File: src/rtl/apb0_pkg.sv
// Shared definitions for the APB0 root decoder slice.
//   wd_state_t   : watchdog FSM states, one-hot encoded
//   APB0_SLOT_W  : log2 of the peripheral window size (4 KB windows)
//   APB0_SLV_MAX : largest supported number of peripheral slots
package apb0_pkg;

  typedef enum logic [2:0] {
    WD_IDLE   = 3'b001,
    WD_ACCESS = 3'b010,
    WD_TOUT   = 3'b100
  } wd_state_t;

  localparam int APB0_SLOT_W  = 12;
  localparam int APB0_SLV_MAX = 16;

endpackage

File: src/rtl/apb0_slv_mux.sv
// Combinational select / response mux for the APB0 root decoder.
// Ports:
//   idx, hit        : decoded slot index and decode-hit flag
//   tout_flag       : watchdog has aborted the current transfer
//   psel, penable   : root bus control from the bridge
//   slv_pready/pslverr/prdata : per-slot responses (slot n data at [32n+31:32n])
//   slv_psel, slv_penable     : one-hot peripheral select and shared penable
//   sel_pready      : raw pready of the decoded slot (watchdog input)
//   root_pready/pslverr/prdata: response returned to the bridge
module apb0_slv_mux #(
  parameter int SLV_NUM = 8
) (
  input  logic [3:0]           idx,
  input  logic                 hit,
  input  logic                 tout_flag,
  input  logic                 psel,
  input  logic                 penable,
  input  logic [SLV_NUM-1:0]   slv_pready,
  input  logic [SLV_NUM-1:0]   slv_pslverr,
  input  logic [32*SLV_NUM-1:0] slv_prdata,
  output logic [SLV_NUM-1:0]   slv_psel,
  output logic                 slv_penable,
  output logic                 sel_pready,
  output logic                 root_pready,
  output logic                 root_pslverr,
  output logic [31:0]          root_prdata
);

  logic        sel_pslverr;
  logic [31:0] sel_prdata;

  always_comb begin
    slv_psel    = '0;
    sel_pready  = 1'b0;
    sel_pslverr = 1'b0;
    sel_prdata  = '0;
    // Only the decoded slot contributes, so an unselected slot's pslverr
    // can never leak onto the root bus.
    for (int n = 0; n < SLV_NUM; n++) begin
      if (hit && (idx == 4'(n))) begin
        slv_psel[n] = psel & ~tout_flag;
        sel_pready  = slv_pready[n];
        sel_pslverr = slv_pslverr[n];
        sel_prdata  = slv_prdata[32*n +: 32];
      end
    end
    slv_penable = penable & hit & ~tout_flag;

    root_pready  = 1'b0;
    root_pslverr = 1'b0;
    root_prdata  = '0;
    if (tout_flag) begin
      // Aborted transfer: complete it with an error.
      root_pready  = 1'b1;
      root_pslverr = 1'b1;
    end else if (!hit && psel && penable) begin
      // Default slave for unmapped addresses, zero wait states.
      root_pready  = 1'b1;
      root_pslverr = 1'b1;
    end else if (hit) begin
      root_pready  = sel_pready;
      root_pslverr = sel_pslverr;
      root_prdata  = sel_prdata;
    end
  end

endmodule

File: src/rtl/apb0_root_decoder.sv
// APB0 root decoder: decodes the bridge's root APB bus onto SLV_NUM
// peripheral slots (4 KB windows under BASE_HI), muxes the responses back,
// acts as an error-returning default slave, and aborts hung peripherals
// with an access-phase watchdog.
// Ports:
//   i_hclk, i_hrst_n (async active-low), i_pclk_en (APB clock enable)
//   i_root_*   : bridge request; o_root_* : response to the bridge
//   o_slv_*    : shared/one-hot request to peripherals; i_slv_* : responses
//   o_tout_pulse : one-hclk pulse when the watchdog fires
//   o_tout_idx   : slot of the last timeout, held until the next one
//   o_wd_state   : current watchdog FSM state (debug visibility)
// Handshake: a transfer completes on an i_hclk edge with i_pclk_en=1 while
// psel & penable & pready are all high; wait states are pclk-enabled
// access cycles with pready low.
module apb0_root_decoder
  import apb0_pkg::*;
#(
  parameter logic [15:0] BASE_HI = 16'h4001,
  parameter int          SLV_NUM = 8,
  parameter int          TIMEOUT = 255
) (
  input  logic                  i_hclk,
  input  logic                  i_hrst_n,
  input  logic                  i_pclk_en,
  input  logic                  i_root_psel,
  input  logic                  i_root_penable,
  input  logic [31:0]           i_root_paddr,
  input  logic                  i_root_pwrite,
  input  logic [31:0]           i_root_pwdata,
  input  logic [3:0]            i_root_pstrb,
  input  logic [2:0]            i_root_pprot,
  output logic                  o_root_pready,
  output logic                  o_root_pslverr,
  output logic [31:0]           o_root_prdata,
  output logic [SLV_NUM-1:0]    o_slv_psel,
  output logic                  o_slv_penable,
  output logic [31:0]           o_slv_paddr,
  output logic                  o_slv_pwrite,
  output logic [31:0]           o_slv_pwdata,
  output logic [3:0]            o_slv_pstrb,
  output logic [2:0]            o_slv_pprot,
  input  logic [SLV_NUM-1:0]    i_slv_pready,
  input  logic [SLV_NUM-1:0]    i_slv_pslverr,
  input  logic [32*SLV_NUM-1:0] i_slv_prdata,
  output logic                  o_tout_pulse,
  output logic [3:0]            o_tout_idx,
  output logic [2:0]            o_wd_state
);

  // A zero TIMEOUT still needs a legal (1-bit) counter.
  localparam int             CNT_W   = (TIMEOUT > 0) ? $clog2(TIMEOUT + 1) : 1;
  localparam logic [CNT_W-1:0] CNT_MAX = CNT_W'(TIMEOUT);

  logic [3:0]       idx;
  logic             hit;
  logic             tout_flag;
  logic             sel_pready;
  logic             fire;
  wd_state_t        state_q, state_d;
  logic [CNT_W-1:0] cnt_q, cnt_d, cnt_inc;

  assign idx = i_root_paddr[APB0_SLOT_W +: 4];
  assign hit = (i_root_paddr[31:16] == BASE_HI) && ({28'd0, idx} < 32'(SLV_NUM));

  assign tout_flag  = (state_q == WD_TOUT);
  assign o_wd_state = state_q;

  assign o_slv_paddr  = i_root_paddr;
  assign o_slv_pwrite = i_root_pwrite;
  assign o_slv_pwdata = i_root_pwdata;
  assign o_slv_pstrb  = i_root_pstrb;
  assign o_slv_pprot  = i_root_pprot;

  apb0_slv_mux #(.SLV_NUM(SLV_NUM)) u_mux (
    .idx          (idx),
    .hit          (hit),
    .tout_flag    (tout_flag),
    .psel         (i_root_psel),
    .penable      (i_root_penable),
    .slv_pready   (i_slv_pready),
    .slv_pslverr  (i_slv_pslverr),
    .slv_prdata   (i_slv_prdata),
    .slv_psel     (o_slv_psel),
    .slv_penable  (o_slv_penable),
    .sel_pready   (sel_pready),
    .root_pready  (o_root_pready),
    .root_pslverr (o_root_pslverr),
    .root_prdata  (o_root_prdata)
  );

  // cnt_inc is the number of stalled access cycles including the current
  // one; the watchdog fires when that number reaches TIMEOUT, so a slave
  // raising pready on that very cycle still completes normally.
  always_comb begin
    state_d = state_q;
    cnt_d   = cnt_q;
    fire    = 1'b0;
    if (state_q == WD_IDLE) begin
      cnt_inc = CNT_W'(1);
    end else if (cnt_q == CNT_MAX) begin
      cnt_inc = cnt_q;
    end else begin
      cnt_inc = cnt_q + 1'b1;
    end

    case (state_q)
      WD_IDLE: begin
        if ((TIMEOUT != 0) && i_pclk_en && i_root_psel && i_root_penable &&
            hit && !sel_pready) begin
          cnt_d = cnt_inc;
          if (cnt_inc == CNT_MAX) begin
            fire    = 1'b1;
            state_d = WD_TOUT;
          end else begin
            state_d = WD_ACCESS;
          end
        end
      end
      WD_ACCESS: begin
        if (!i_root_psel) begin
          state_d = WD_IDLE;
          cnt_d   = '0;
        end else if (i_pclk_en) begin
          if (sel_pready) begin
            state_d = WD_IDLE;
            cnt_d   = '0;
          end else begin
            cnt_d = cnt_inc;
            if (cnt_inc == CNT_MAX) begin
              fire    = 1'b1;
              state_d = WD_TOUT;
            end
          end
        end
      end
      WD_TOUT: begin
        // Leave once the bridge has finished the aborted transfer: either
        // idle (psel low) or the SETUP cycle of a back-to-back transfer.
        if (!i_root_psel || !i_root_penable) begin
          state_d = WD_IDLE;
          cnt_d   = '0;
        end
      end
      default: begin
        state_d = WD_IDLE;
        cnt_d   = '0;
      end
    endcase
  end

  always_ff @(posedge i_hclk or negedge i_hrst_n) begin
    if (!i_hrst_n) begin
      state_q      <= WD_IDLE;
      cnt_q        <= '0;
      o_tout_pulse <= 1'b0;
      o_tout_idx   <= 4'd0;
    end else begin
      state_q      <= state_d;
      cnt_q        <= cnt_d;
      o_tout_pulse <= fire;
      if (fire) begin
        o_tout_idx <= idx;
      end
    end
  end

endmodule
File: config.mk
export PLATFORM = sky130hd
export DESIGN_NAME = apb0_root_decoder
export DESIGN_NICKNAME = d
export VERILOG_FILES = /design/src/rtl/apb0_pkg.sv /design/src/rtl/apb0_slv_mux.sv /design/src/rtl/apb0_root_decoder.sv
export SDC_FILE = /design/constraint.sdc
export NUM_CORES = 1
export LEC_CHECK = 0
export ABC_AREA = 1
export CORE_AREA = 2 2 183 185
export CTS_CLUSTER_SIZE = 30
export DETAILED_ROUTE_END_ITERATION = 12
export DIE_AREA = 0 0 185 187
export PLACE_DENSITY = 0.54
export SLEW_MARGIN = 30
export SYNTH_ARGS = -nofsm -noshare
export SYNTH_HDL_FRONTEND = slang
export SYNTH_SLANG_ARGS = --single-unit
File: constraint.sdc
create_clock -name i_hclk -period 1.9 [get_ports i_hclk]
set_clock_uncertainty 0.1 [all_clocks]
set_input_delay 0.19 -clock i_hclk [delete_from_list [all_inputs] [get_ports i_hclk]]
set_output_delay 0.19 -clock i_hclk [all_outputs]
set_load 0.005 [all_outputs]
==> results.cfg, run 1 <==
[detailed_routing]
routed_wl_um = 34800
drtPass1Iterations = 5
routedWlPerCell_um = 18.8
vias_per_cell = 4.34
vias = 8031
postRouteAntennaNets = 0
drc = 0
drt_iter0_markers = 283

[critical_path]
ff2ff_setup_slack_ps = -270
crit_fanout = 8
path_class = in2out
cp.required_ps = 1610
worstPathArrival_ps = 2430
endpoint_kind = output pin
startpoint_type = input port

[grt]
grt_overflow = 0
met2_usage_pct = 34.1
grtUsageMet3_pct = 3.12
grt_antenna_before_repair = 3
grt_pass1_wl_um = 50000
busiest_layer = met2
grt_max_degree = 33
track_usage_pct = 19.0
grt_pass1_vias = 8304
grt_use_met1_pct = 23.3

[cts]
clkLatencyLatePin_ps = 250
clkTransAtPathRegs_ps = 50
cts_buffers = 3
cts_tree = yes
clockBufferDepth = 2
cts_max_level = 1
root_buffer = clkbuf_16
clock-sinks = 16

[logic_synthesis]
synth.distinct_cells = 36
ys_ff_latch = 16
ys_seq_area_share_pct = 7.74
synthesis.instances = 970
ys.warnings.count = 0
syn_area_per_cell_um2 = 5.35
syn-num-nets = 1320
synth_area_um2 = 5190

[power]
powerDensity_nw_per_um2 = 224
max-vdd-ir-drop_v = 0.000348
leakagePower_nw = 5.01
total_power_mw = 2.55

[layout]
n_antenna_cell = 0
design_area_um2 = 11400
area_growth_pct = 119
drive_above_1_share_pct = 34.4
nNetsFinal = 1753
utilization_pct = 34.6

[placement]
gp_congestion = 0.960
portBuffers = 367
place_hpwl_um = 26500
place_area_um2 = 9670

[status]
status = finished, violations left
violations = setup timing

[timing]
maxClockFrequency_ghz = 0.368
drv_slew = 0
layout_min_cycle_time_ps = 2720
rsz0062_at_grt = true
slew_headroom_pct = 74.4
setup_viol = 47
layout_setup_ws_ps = -816
finalCritPeriodShare_pct = 143
tightest_slew_ps = 380
hold_violations = 0

[floorplan]
chipHeight_um = 187
ios = 472
coreArea_um2 = 32900
dieArea_um2 = 34600
start_util_pct = 15.8
row_count = 67
die_width_um = 185

[worst_hold_path]
hold_path.class = in2async

[job]
cap_violations = 0
## cells by family after synthesis
kind of cell | Yosys count | synth area share (%)
compound gates | 175 | 18.6
buf+inv | 217 | 22.8
xor+xnor | 2 | 0.338
simple gates | 559 | 50.3
fa+ha+maj | 1 | 0.241
flops | 16 | 7.74
## cells in the mapped netlist, drive strengths merged
cell type / number / area share [%]
nand4: 18 / 2.2
a21oi: 65 / 6.3
buf: 101 / 14
dfstp: 1 / 0.51
or2: 66 / 8.0
clkinv: 1 / 0.072
nand3: 58 / 5.9
nand3b: 33 / 4.8
nor4: 3 / 0.36
nor2: 45 / 3.9
ha: 1 / 0.24
nor3b: 1 / 0.14
nand2b: 1 / 0.12
o21ai: 75 / 7.2
o211ai: 33 / 4.8
dfrtp: 15 / 7.2
nand2: 326 / 24
a31oi: 1 / 0.12
nor3: 8 / 1.1
xnor2: 2 / 0.34
clkbuf: 32 / 2.3
inv: 83 / 6.0
o31a: 1 / 0.17
## stage by stage
stage	hold slack, ps	setup WS (ps)	setup TNS (ps)	instances
finish	164	-816	-26200	1850
global route	183	-910	-32540	1850
CTS	179	-913	-26930	1833
detailed placement	280	-1440	-64980	1764
global placement	280	-1420	-63540	1764
floorplan	-206	-51.3	-203	970
## worst max-delay path: stages
cell and delay (ps):
buf_8 100, inv_4 40, nand4_1 150, nor3_4 260, nand3_4 120, buf_6 140
nor2_4 150, inv_4 70, nor2_4 140, inv_8 80, buf_6 140, buf_12 120
buf_6 100, or2_0 190, nand2_1 60, nand2_1 60, nand2_2 110, a21oi_2 60
buf_2 130
## final timing paths
| kind | from | endpoint | depth (start not counted) |
|---|---|---|---|
| min in group i_hclk | i_root_paddr[12] | o_tout_idx[0] | 4 |
| worst min register to register | o_tout_idx[2] | o_tout_idx[2] | 2 |
| max in group asynchronous | i_hrst_n | o_wd_state[0] | 2 |
| worst max register to register | cnt_q[0] | o_tout_idx[1] | 12 |
| worst max-delay path | i_root_paddr[27] | o_root_prdata[4] | 19 |
| worst min-delay path | i_hrst_n | cnt_q[4] | 2 |
## routing by layer
metal	up-vias	share of wire, %
li1	3942	-
met1	3700	41
met2	334	49
met3	49	6.2
met4	6	2.8
met5	-	0.10
## cell type report
cell class | count | area, um^2
Fill cell | 3587 | 21500
Timing Repair Buffer | 560 | 5610
Multi-Input combinational cell | 738 | 4350
Tap cell | 448 | 561
Sequential cell | 16 | 402
Inverter | 84 | 373
Clock buffer | 4 | 88.8
## state kept, by name, indices dropped and copies added, names as in the netlist
signal,flops
o_wd_state,3
o_tout_idx,4
cnt_q,8
o_tout_pulse,1
## where the power goes
| group | switching (mW) | total (mW) | leakage [nW] | internal [mW] |
|---|---|---|---|---|
| clock | 0.150 | 0.470 | 0.0442 | 0.321 |
| combinational | 0.646 | 1.66 | 4.75 | 1.01 |
| sequential | 0.0358 | 0.418 | 0.215 | 0.382 |
| total | 0.831 | 2.55 | 5.01 | 1.72 |
## cells in the final DEF (no fill, tap or decap), types with 38 or more instances in the layout
| cell type | Yosys | final |
|---|---|---|
| a21oi_1 | 65 | 43 |
| nand2_1 | 319 | 229 |
| nand2_2 | 7 | 80 |
| o21ai_0 | 68 | 53 |
| inv_1 | 71 | 49 |
| buf_2 | 16 | 38 |
| nand3_1 | 56 | 42 |
| buf_4 | 75 | 112 |
| buf_6 | 9 | 51 |
| clkdlybuf4s50_1 | 0 | 304 |
## repair_timing
action,CTS,global route
hold endpoints to repair,0,0
buffers inserted,71,31
pin swaps,69,98
gates resized for setup,401,196
setup endpoints to repair,59,59
cloned,8,3
hold buffers,0,0
Power figures use the tool's default switching activity.
==> run 2, diff against run 1 <==
Settings changed: CORE_AREA 2 2 183 185 to 5 5 181 183, DIE_AREA 0 0 185 187 to 0 0 186 188, PLACE_DENSITY 0.54 to 0.56, SETUP_SLACK_MARGIN set to 0.15.
==> run 2 against run 1 <==
Against the previous run:
- the run still ends with setup timing left
- critical endpoint is now o_root_prdata[12]
- sequential power fell by 3%
- setup slack improved by 140 ps
- wire length fell by 4.5%
- non-clock buffer count fell by 34
- final area fell by 4.3%
- power fell by 0.92%
- sequential share of layout area rose by 0.16 points
- worst hold slack improved by 6.1 ps
- die area rose by 1.1%
- clock power fell by 3%
- flip-flop and latch count did not move
- cell count fell by 4.2%
==> results.cfg, run 2 (synthesis gave the netlist of run 1 again) <==
[critical_path]
worstPathCellList = dlygate4sd2_1 > inv_2 > nand3_2 > inv_2 > nand3_4 > buf_6 > nor2_4 > inv_4 > nor2_4 > clkinv_4 > buf_12 > clkbuf_16 > or2_0 > nand2_1 > nand2_1 > nand2_2 > a21oi_2 > buf_2
path_class = in2out
worst_path_largest_cell_delay_ps = 260
timing.rr.start = cnt_q[1]
path_depth = 18
worstSetupStartpoint = i_root_paddr[15]
crit_end = o_root_prdata[12]
cpLargestDelayFamily = buffers and inverters
endpoint_kind = output pin
crit_fanout = 7
worstRegToRegCells = 14
cp.required_ps = 1610
startpoint_type = input port
r2r_end = o_tout_idx[3]
cp_num_buf_inv = 9
ff2ff_setup_slack_ps = -250
worstPathArrival_ps = 2280
slowest_stage = dlygate4sd2_1

[grt]
grt_max_degree = 43
grt_overflow = 0
grt_pass1_vias = 8186
track_usage_pct = 17.6
grt_pass1_wl_um = 47400
grt_antenna_before_repair = 9

[job]
cap_violations = 0

[status]
violations = setup timing
status = finished, violations left

[detailed_routing]
vias_per_cell = 4.43
vias = 7857
postRouteAntennaNets = 0
routedWlPerCell_um = 18.8
drc = 0
routed_wl_um = 33300
drtPass1Iterations = 6
drt_iter0_markers = 321

[floorplan]
coreArea_um2 = 31100
die_width_um = 186
dieArea_um2 = 35000
chipHeight_um = 188
start_util_pct = 16.7
row_count = 65
ios = 472

[timing]
finalCritPeriodShare_pct = 135
slew_headroom_pct = 79.8
rsz0062_at_grt = true
setup_viol = 52
maxClockFrequency_ghz = 0.388
tightest_slew_ps = 303
layout_min_cycle_time_ps = 2570
drv_slew = 0
hold_violations = 0
layout_setup_ws_ps = -674

[power]
combPwrFrac_pct = 65.7
power.switching_uw = 790
leakagePower_nw = 4.76
max-vdd-ir-drop_v = 0.000335
power_frac_clock_pct = 18.2
powerDensity_nw_per_um2 = 232
swShare_pct = 31.3
pwr-share-seq_pct = 16.1
power.internal_mw = 1.73

[layout]
most-common-layout-cells = clkdlybuf4s50_1, nand2_1, buf_4
drive_above_1_share_pct = 29.9
largest-register = cnt_q
largest_register_ffs = 8
design_area_um2 = 10900
final_common_cell = clkdlybuf4s50_1
area_growth_pct = 110
nNetsFinal = 1719

[cts]
clkTransAtPathRegs_ps = 50
cts_tree = yes
root_buffer = clkbuf_16
clockBufferDepth = 2
ctsHoldBuffers = 0
cts_buffers = 3
cts_max_level = 1
clock-sinks = 16
clkLatencyLatePin_ps = 250

[placement]
preCtsSetupSlack_ps = -1460
gp_congestion = 0.946
place_area_um2 = 9680
portBuffers = 367
place_hpwl_um = 26300

[worst_hold_path]
hold_path.class = in2async
==> run 2: repair_timing <==
| action | CTS | global route |
|---|---|---|
| gates cloned | 11 | 4 |
| setup endpoints to repair | 60 | 59 |
| resized for setup | 405 | 63 |
| setup buffers | 23 | 12 |
| pin swaps | 100 | 50 |
==> run 2: routing by layer <==
metal,wire length [um],part of all wire (%),vias up,track usage [%]
li1,-,-,3867,-
met1,12800,38,3503,20.2
met2,16000,48,395,31.2
met3,3320,10,76,5.63
met4,1030,3.1,16,4.65
met5,108,0.32,-,0
==> run 2: layout make-up <==
cell class,count,area [um^2]
fillers,3323,20200
clock buffers,4,88.8
multi-input cells,738,4160
repair buffers,526,5370
flip-flops and latches,16,402
well taps,402,503
diodes,2,5.00
inverters,84,370
==> run 2: worst reg2reg max path: stages, from the launching register on <==
cell      delay [ps]
dfrtp_1          400
ha_4             170
nand3_4          100
nor2_4           150
nand3_4          130
inv_4            120
nor2_4            40
nor2_2           100
nand2_1           70
nor2_1            90
nand3b_1         120
nor2_2           190
nand2_2          120
nand2_1           80
o21ai_1           50
==> run 2: worst min path at each step <==
stage                             endpoint  slack, ps
after floorplan                   cnt_q[0]       -210
after global placement    o_slv_pwdata[17]        280
after detailed placement  o_slv_pwdata[17]        280
after CTS                         cnt_q[7]        180
after global routing              cnt_q[4]        190
final                             cnt_q[0]        170
==> run 2: power groups by stage <==
stage	combinational, mW	sequential [mW]	clock (mW)
2_1_floorplan	0.477	0.417	0
3_5_place_dp	1.47	0.407	0
5_1_grt	1.77	0.410	0.477
3_3_place_gp	1.48	0.406	0
6_report	1.66	0.406	0.458
4_1_cts	1.58	0.402	0.470
==> run 2: per-stage QoR <==
| stage | power (mW) | hold slack, ps | util (%) | instances | TNS (ps) |
|---|---|---|---|---|---|
| 2_1_floorplan | 0.894 | -206 | - | 970 | -204 |
| 3_3_place_gp | 1.88 | 280 | 31.2 | 1716 | -64810 |
| 3_5_place_dp | 1.88 | 280 | 31.2 | 1716 | -66490 |
| 4_1_cts | 2.46 | 181 | 33.9 | 1754 | -20530 |
| 5_1_grt | 2.66 | 191 | 35.1 | 1771 | -28490 |
| 6_report | 2.52 | 170 | 35.1 | 1772 | -21110 |
==> run 3, diff against run 2 <==
Clock period 1.9 ns to 2.2 ns, I/O delays scaled along.
==> run 3 against run 2 <==
Against the previous run:
- the flow still finishes with violations (setup timing)
- utilization up 1.1 points
- cell count up 0.34%
- register-to-register slack better by 260 ps
- combinational power down 17%
- non-clock buffer count up 7
- power down 17%
- largest cell class unchanged
- highest routed layer unchanged
==> results.cfg, run 3 (synthesis gave the netlist of run 1 again) <==
[power]
max-vdd-ir-drop_v = 0.000335
powerDensity_nw_per_um2 = 186
leakagePower_nw = 4.94

[placement]
gp_congestion = 0.943
place_hpwl_um = 25400
portBuffers = 367
place_area_um2 = 9400

[cts]
ctsHoldBuffers = 0
clockBufferDepth = 2
cts_buffers = 3
cts_max_level = 1
cts_tree = yes
clkLatencyLatePin_ps = 250
root_buffer = clkbuf_16
clock-sinks = 16
clkTransAtPathRegs_ps = 50

[grt]
grt_antenna_before_repair = 3
grt_pass1_wl_um = 51100
grt_pass1_vias = 8407
grt_overflow = 0
track_usage_pct = 19.0
grt_max_degree = 33

[timing]
slew_headroom_pct = 49.3
maxClockFrequency_ghz = 0.373
finalCritPeriodShare_pct = 122
setup_tns_ps = -14270
setup_viol = 37
hold_violations = 0
layout_setup_ws_ps = -481
drv_slew = 0
layout_min_cycle_time_ps = 2680
rsz0062_at_grt = true
tightest_slew_ps = 758
hold_ws_ps = 324

[layout]
design_area_um2 = 11200
nNetsFinal = 1727
area_growth_pct = 117
drive_above_1_share_pct = 31.0
most-common-layout-cells = clkdlybuf4s50_1, nand2_1, buf_4
n_antenna_cell = 0
fillerInstances = 3263
largest-register = cnt_q
final_common_cell = clkdlybuf4s50_1
largest_register_ffs = 8

[critical_path]
worst_path_largest_cell_delay_ps = 210
worstPathArrival_ps = 2360
path_class = in2out
crit_fanout = 5
worst_path_most_repeated_cell = nand2_2
cpLargestDelayFamily = simple AND/OR/NAND/NOR gates
startpoint_type = input port
slowest_stage = nor3_4
cp.required_ps = 1880
worstPathCellList = clkdlybuf4s15_1 > nand2_2 > nor3_4 > nand3_4 > buf_6 > nor2_4 > inv_4 > nor2_4 > inv_8 > buf_12 > buf_16 > buf_6 > nand2_4 > nand2_2 > nand2_2 > nand2_2 > a21oi_2 > buf_2
cp_num_buf_inv = 8
endpoint_kind = output pin

[detailed_routing]
drtPass1Iterations = 5
drt_iter0_markers = 319
postRouteAntennaNets = 0
vias = 8093
routed_wl_um = 35400
drc = 0
routedWlPerCell_um = 19.9
vias_per_cell = 4.55

[worst_hold_path]
hold_path.class = in2async

[job]
cap_violations = 0

[floorplan]
dieArea_um2 = 35000
start_util_pct = 16.7
ios = 472
coreArea_um2 = 31100
row_count = 65
die_width_um = 186
chipHeight_um = 188

[status]
violations = setup timing
status = finished, violations left
run 3: cell count changes in the layout (fill, tap and decap cells not counted), sizes merged:
cell,before,now
clkinvlp,0,1
bufbuf,1,5
clkdlybuf4s15,1,3
diode,2,0
buf,210,205
clkbuf,11,12
dlygate4sd2,2,7
run 3: report_power, final:
group	internal (mW)	switching, mW
clock network	0.245	0.110
registers	0.331	0.0303
logic	0.846	0.528
run 3: final cells by class:
class	instances	area, um^2	area share, %
inverters	84	354	3.15
well taps	402	503	4.48
repair inverters	1	7.51	0.0668
clock buffers	4	78.8	0.701
multi-input cells	738	4210	37.5
flip-flops and latches	16	402	3.57
repair buffers	533	5680	50.6
run 3: worst paths after layout:
| check | slack, ps | cells after the start | start | end |
|---|---|---|---|---|
| min in group i_hclk | 330 | 4 | i_root_paddr[13] | o_tout_idx[1] |
| setup reg to reg | 10 | 12 | cnt_q[0] | o_tout_idx[0] |
| setup / recovery | -480 | 18 | i_root_paddr[16] | o_root_prdata[12] |
| hold reg to reg | 390 | 2 | o_tout_idx[1] | o_tout_idx[1] |
| max in group asynchronous | 1200 | 1 | i_hrst_n | o_wd_state[2] |
| hold / removal | 320 | 1 | i_hrst_n | cnt_q[6] |
run 3: metal layers:
layer	vias to the layer above	share of wire, %	global-route usage, %	wire length, um
li1	3887	-	-	-
met1	3680	39	22.4	13800
met2	440	49	33.5	17200
met5	-	0.11	0	39
met4	6	3.1	5.38	1090
met3	80	9.2	5.37	3240
run 3: stage by stage:
step           util, %  setup slack (ps)  total power, mW  instances
2_1_floorplan        -               216            0.766        970
3_3_place_gp      30.3             -1170             1.54       1698
3_5_place_dp      30.3             -1210             1.55       1698
4_1_cts           35.3              -516             2.01       1768
5_1_grt           36.2              -608             2.20       1778
6_report          36.2              -481             2.09       1778
run 3: timing repair:
action | CTS | global route
gates resized for setup | 398 | 94
pin swaps | 56 | 71
hold endpoints to repair | 0 | 0
setup endpoints to repair | 59 | 56
gates cloned | 27 | 0
buffers inserted | 39 | 10
==> patch 1, RTL diff (settings of run 3) <==
Reset style: synchronous (`i_hrst_n`), changed in one clocked block. Comments in the files are not updated.
--- a/src/rtl/apb0_root_decoder.sv
+++ b/src/rtl/apb0_root_decoder.sv
@@ -148,7 +148,7 @@
     endcase
   end
 
-  always_ff @(posedge i_hclk or negedge i_hrst_n) begin
+  always_ff @(posedge i_hclk) begin
     if (!i_hrst_n) begin
       state_q      <= WD_IDLE;
       cnt_q        <= '0;
Check against the original RTL: differs if i_hrst_n is asserted again (counterexample within 4 cycles, from zero or initial values and one cycle with i_hrst_n low); with i_hrst_n held inactive, the same outputs for 4 cycles.
==> patch 1 against run 3 <==
  * The flow still finishes with violations (setup timing)
  * Sequential cell count unchanged
  * Global-route usage down 0.44 points
  * Design area decreased by 4.2%
  * Count of clock-buffer cells in the layout stayed put
  * Combinational power grew 79%
  * Largest power group unchanged
  * Setup slack improved by 0.29 ns
  * Hold slack worse by 0.018 ns
  * Routed wire length is 0.30% higher
  * Synthesized area down 19%
  * Power increased by 57%
==> patch 1: results (changes against run 3) <==
- The flow ran to the end, but the final reports show violations.
- Violations in the final reports: setup timing
* Global-route wire length before repair: 49.2 mm (-3.7%)
- The number of vias after detailed routing is 7346 (-9.2%).
- The wire length on met1 is 13.8 mm (-0.60%).
- CP endpoint: o_root_prdata[28]
* R2R cell count: 15 (+3)
- Fraction of the yosys area taken by sequential cells: 7.59% (-0.15 points)
* Worst Hold Class: in2reg
- The half-perimeter wire length after placement came to 27.6 mm (+8.5%).
- The setup slack after layout came to -0.192 ns (+0.290 ns).
- Startpoint of the most critical register-to-register path: cnt_q[0]
* Remaining max-slew budget at the tightest pin: 64.0% (+15 points)
- The initial antenna violation count is 5 (+2).
* Standard cell with the maximum stage delay on the critical path: sky130_fd_sc_hd__a21oi_2
* Number of global-route vias before repair: 7685 (-8.6%)
* Met2 Routed Length: 17.8 mm (+3.3%)
- The async set or reset register ratio after synthesis came to 0% (-100 points).
- Setup slack on the worst flop-to-flop path: 0.07 ns (+0.06 ns)
- # setup viols final: 43 (+16%)
- Most frequent cells after synthesis: sky130_fd_sc_hd__nand2_1, sky130_fd_sc_hd__o21ai_0, sky130_fd_sc_hd__nand3_1, sky130_fd_sc_hd__a21oi_1, sky130_fd_sc_hd__buf_4
- The worst endpoint data arrival time was 2.07 ns (-0.29 ns).
- By area the synthesized netlist is led by sky130_fd_sc_hd__nand2_1, sky130_fd_sc_hd__buf_4, sky130_fd_sc_hd__o21ai_0.
- Worst Setup SP: i_root_paddr[20]
- The total routing resource utilization after global routing is 18.6% (-0.44 points).
- First DRT Iteration DRCs: 307 (-3.8%)
* Maximum fanout along the worst path: 7 (+2)
* Placer's final routability congestion estimate: 0.907 (-3.8%)
- The unique cell type count in the Yosys netlist is 38 (+5.6%).
- The summed negative setup slack over all endpoints is -4.99 ns (+9.28 ns).
-- patch 1: final cells by class --
cell class | count | area, µm² | share of cell area (%)
multi-input cells | 587 | 4010 | 37.3
flip-flops and latches | 16 | 323 | 3.00
clock buffers | 4 | 88.8 | 0.825
repair inverters | 1 | 6.26 | 0.0581
well taps | 402 | 503 | 4.67
inverters | 61 | 256 | 2.38
diodes | 2 | 5.00 | 0.0465
repair buffers | 552 | 5570 | 51.8
-- patch 1: cells by family after synthesis --
| family | share of synthesized area [%] |
|---|---|
| adder cells (fa/ha/maj) | 0.296 |
| AND/OR/NAND/NOR | 41.5 |
| buffers and inverters | 22.4 |
| flip-flops | 7.59 |
| AO/OA/AOI/OAI | 28.1 |
-- patch 1: routing by layer --
layer	vias up	global-route usage (%)
met5	-	0
met4	6	3.98
met3	51	4.85
met2	356	33.1
met1	3452	22.4
li1	3481	-
-- patch 1: through the flow --
stage	setup WS [ns]	cell area (µm²)	std cells
final	-0.192	10800	1625
after detailed placement	-1.36	8890	1560
after CTS	-0.264	10200	1610
after global routing	-0.304	10800	1625
after floorplan	0.178	4220	779
after global placement	-1.43	8890	1560
-- patch 1: what timing repair did --
action / CTS / global route
setup endpoints to repair: 59 / 56
hold buffers: 0 / 0
gates cloned: 11 / 1
resized for setup: 480 / 115
setup buffers: 35 / 12
pin swaps: 78 / 72
-- patch 1: power groups by stage --
stage               Combinational [mW]  Clock (mW)  Sequential, mW
global route                      2.66       0.423           0.459
detailed placement                2.13           0           0.433
finish                            2.45       0.400           0.445
global placement                  2.13           0           0.430
floorplan                         1.02           0           0.461
CTS                               2.27       0.408           0.445
-- patch 1: tightest hold or removal path: cells and delay by family --
| kind | cells | cell delay (ns) |
|---|---|---|
| AND/OR/NAND/NOR | 2 | 0.11 |
| buffers and inverters | 3 | 0.29 |
==> patch 2, RTL diff (flow settings as in run 3) <==
Made on the original files. `SLV_NUM` is set to 8 in 2 places; all go to 9.
--- a/src/rtl/apb0_slv_mux.sv
+++ b/src/rtl/apb0_slv_mux.sv
@@ -8,7 +8,7 @@
 //   sel_pready      : raw pready of the decoded slot (watchdog input)
 //   root_pready/pslverr/prdata: response returned to the bridge
 module apb0_slv_mux #(
-  parameter int SLV_NUM = 8
+  parameter int SLV_NUM = 9
 ) (
   input  logic [3:0]           idx,
   input  logic                 hit,
--- a/src/rtl/apb0_root_decoder.sv
+++ b/src/rtl/apb0_root_decoder.sv
@@ -16,7 +16,7 @@
   import apb0_pkg::*;
 #(
   parameter logic [15:0] BASE_HI = 16'h4001,
-  parameter int          SLV_NUM = 8,
+  parameter int          SLV_NUM = 9,
   parameter int          TIMEOUT = 255
 ) (
   input  logic                  i_hclk,
Interface: changed (resized i_slv_prdata, i_slv_pready, i_slv_pslverr and o_slv_psel); port bits go from 472 to 507. No check against the original RTL was run, so the function may have changed too.
==> patch 2 against run 3 <==
  * Fmax shrank 7.3%
  * Routed wire length grew 9.0%
  * Via count grew 9.7%
  * Synthesized area grew 1.1%
  * Die area is the same
  * Critical path type unchanged
  * First-iteration DRC count grew 48%
  * Sequential cell count is the same
  * Highest routed layer is now met4
  * Design area grew 15%
  * Power grew 6.9%
  * Critical path depth grew 2
  * Setup slack lost 0.21 ns
  * The flow still finishes with violations (setup timing)
==> patch 2: results (changes against run 3) <==
* Run status: finished, violations left
- Worst Setup SP: i_root_paddr[26]
- The sequential area share after synthesis is 7.65% (-0.087 points).
- Cell types occupying the most area after synthesis: sky130_fd_sc_hd__nand2_1, sky130_fd_sc_hd__nor2_1, sky130_fd_sc_hd__nand3_1
* Pre-CTS WS: -1.36 ns (-0.145 ns)
* Instance count after placement with tap cells included: 1850 (+9.0%)
- Setup slack on the worst flop-to-flop path: -0.15 ns (-0.16 ns)
- Placer's final routability congestion estimate: 0.918 (-2.6%)
- The design internal power is 1.50 mW (+5.2%).
- The complex-gate fraction of the synthesized area is 14.7% (-3.8 points).
- Crit path max-delay family: buffers and inverters
* Most frequent cells after synthesis: sky130_fd_sc_hd__nand2_1, sky130_fd_sc_hd__nor2_1, sky130_fd_sc_hd__nand3_1, sky130_fd_sc_hd__inv_1, sky130_fd_sc_hd__buf_4
- IO buf count: 402 (+9.5%)
* Slew at the pin with the worst max-slew slack: 0.856 ns (+0.0976 ns)
- Unique cell type count in the Yosys netlist: 42 (+17%)
* Mean number of vias per cell: 4.46 (-2.0%)
* Peak supply drop: 0.000250 V (-25%)
- The total routing resource utilization after global routing is 20.2% (+1.2 points).
- Worst r2r dst: o_tout_idx[0]
- Maximum fanout along the worst path: 6 (+1)
* Total power draw: 2.24 mW (+6.9%)
- The worst hold margin was 0.340 ns (+0.0164 ns).
- Data arrival time of the critical path: 2.57 ns (+0.21 ns)
- The worst hold path terminates at o_slv_pwdata[17].
- The xor and xnor fraction of the mapped netlist area came to 0.501% (+0.16 points).
- Following the worst setup path forward leads to its endpoint at o_root_prdata[27].
- The starting DRC count in detailed routing was 471 (+48%).
- The proportion of layout cells with a drive suffix above 1 is 37.9% (+6.9 points).
- Number of levels the H-tree was split into: 1 (unchanged)
- The post-synthesis cell count is 1052 (+8.5%).
- R2R cell count: 13 (+1)
- Portion of total power attributed to the clock network: 18.4% (+1.4 points)
- Final #Nets: 1970 (+14%)
* Wirelength per Cell: 19.4 µm (-2.7%)
* Final WS setup: -0.693 ns (-0.212 ns)
- The maximum number of pins on one net before global-route repair is 39 (+18%).
- The static leakage is 6.15 nW (+25%).
- Worst Hold Class: in2out
- The detailed route wirelength on metal3 came to 2.83 mm (-13%).
- The global-route wire length before repair was 54.1 mm (+5.8%).
* Violations in the final reports: setup timing
- The summed negative setup slack over all endpoints came to -20.35 ns (-6.08 ns).
- The total nets after synthesis was 1436 (+8.8%).
- Total wirelength of the detailed-routed design: 38.6 mm (+9.0%)
- Final HPWL DP: 29.0 mm (+14%)
- Number of global-route vias before repair: 8983 (+6.9%)
* Length of routed wiring on met1: 15.7 mm (+14%)
- Count of filler cells inserted in the layout: 3236 (-0.83%)
- Post-placement cell area: 10300 µm² (+10%)
- The largest individual stage delay along the critical path comes from the cell sky130_fd_sc_hd__o211ai_4.
* Post-Synth Adder-Cell Area: 0.238% (-0.0027 points)
- # setup viols final: 54 (+46%)
- The detailed-routed wire length on met2 came to 18.8 mm (+8.9%).
- Initial antenna violation count: 2 (-1)
- The detailed router used layers up to and including met4.
-- patch 2: cell types whose count changed after synthesis, sizes merged, moves of 2 or more --
cell	delta
nor2	+132
or2	-60
nand3	+58
nand3b	-33
inv	+23
o21ai	-20
o211ai	-16
a21oi	-11
nor3	+7
buf	-4
a31oi	+2
nand4	+2
-- patch 2: final cells by class --
type	instances	area [µm²]	area share [%]
sequential	16	402	3.09
clock buffer	4	88.8	0.685
inverter	106	475	3.66
timing repair buffer	657	6700	51.6
multi-input combinational	802	4800	37.0
antenna	4	10.0	0.0771
tap	402	503	3.88
-- patch 2: per-layer routing --
| layer | vias to the layer above | global-route usage, % |
|---|---|---|
| met3 | 75 | 3.53 |
| met4 | 0 | 5.44 |
| met1 | 4087 | 26.3 |
| met5 | - | 0 |
| met2 | 360 | 34.3 |
| li1 | 4359 | - |
-- patch 2: repair_timing --
action | CTS | global route
setup buffers | 100 | 21
endpoints found under the setup margin | 60 | 60
hold buffers | 0 | 0
cloned | 8 | 4
resized for setup | 479 | 194
pin swaps | 150 | 124
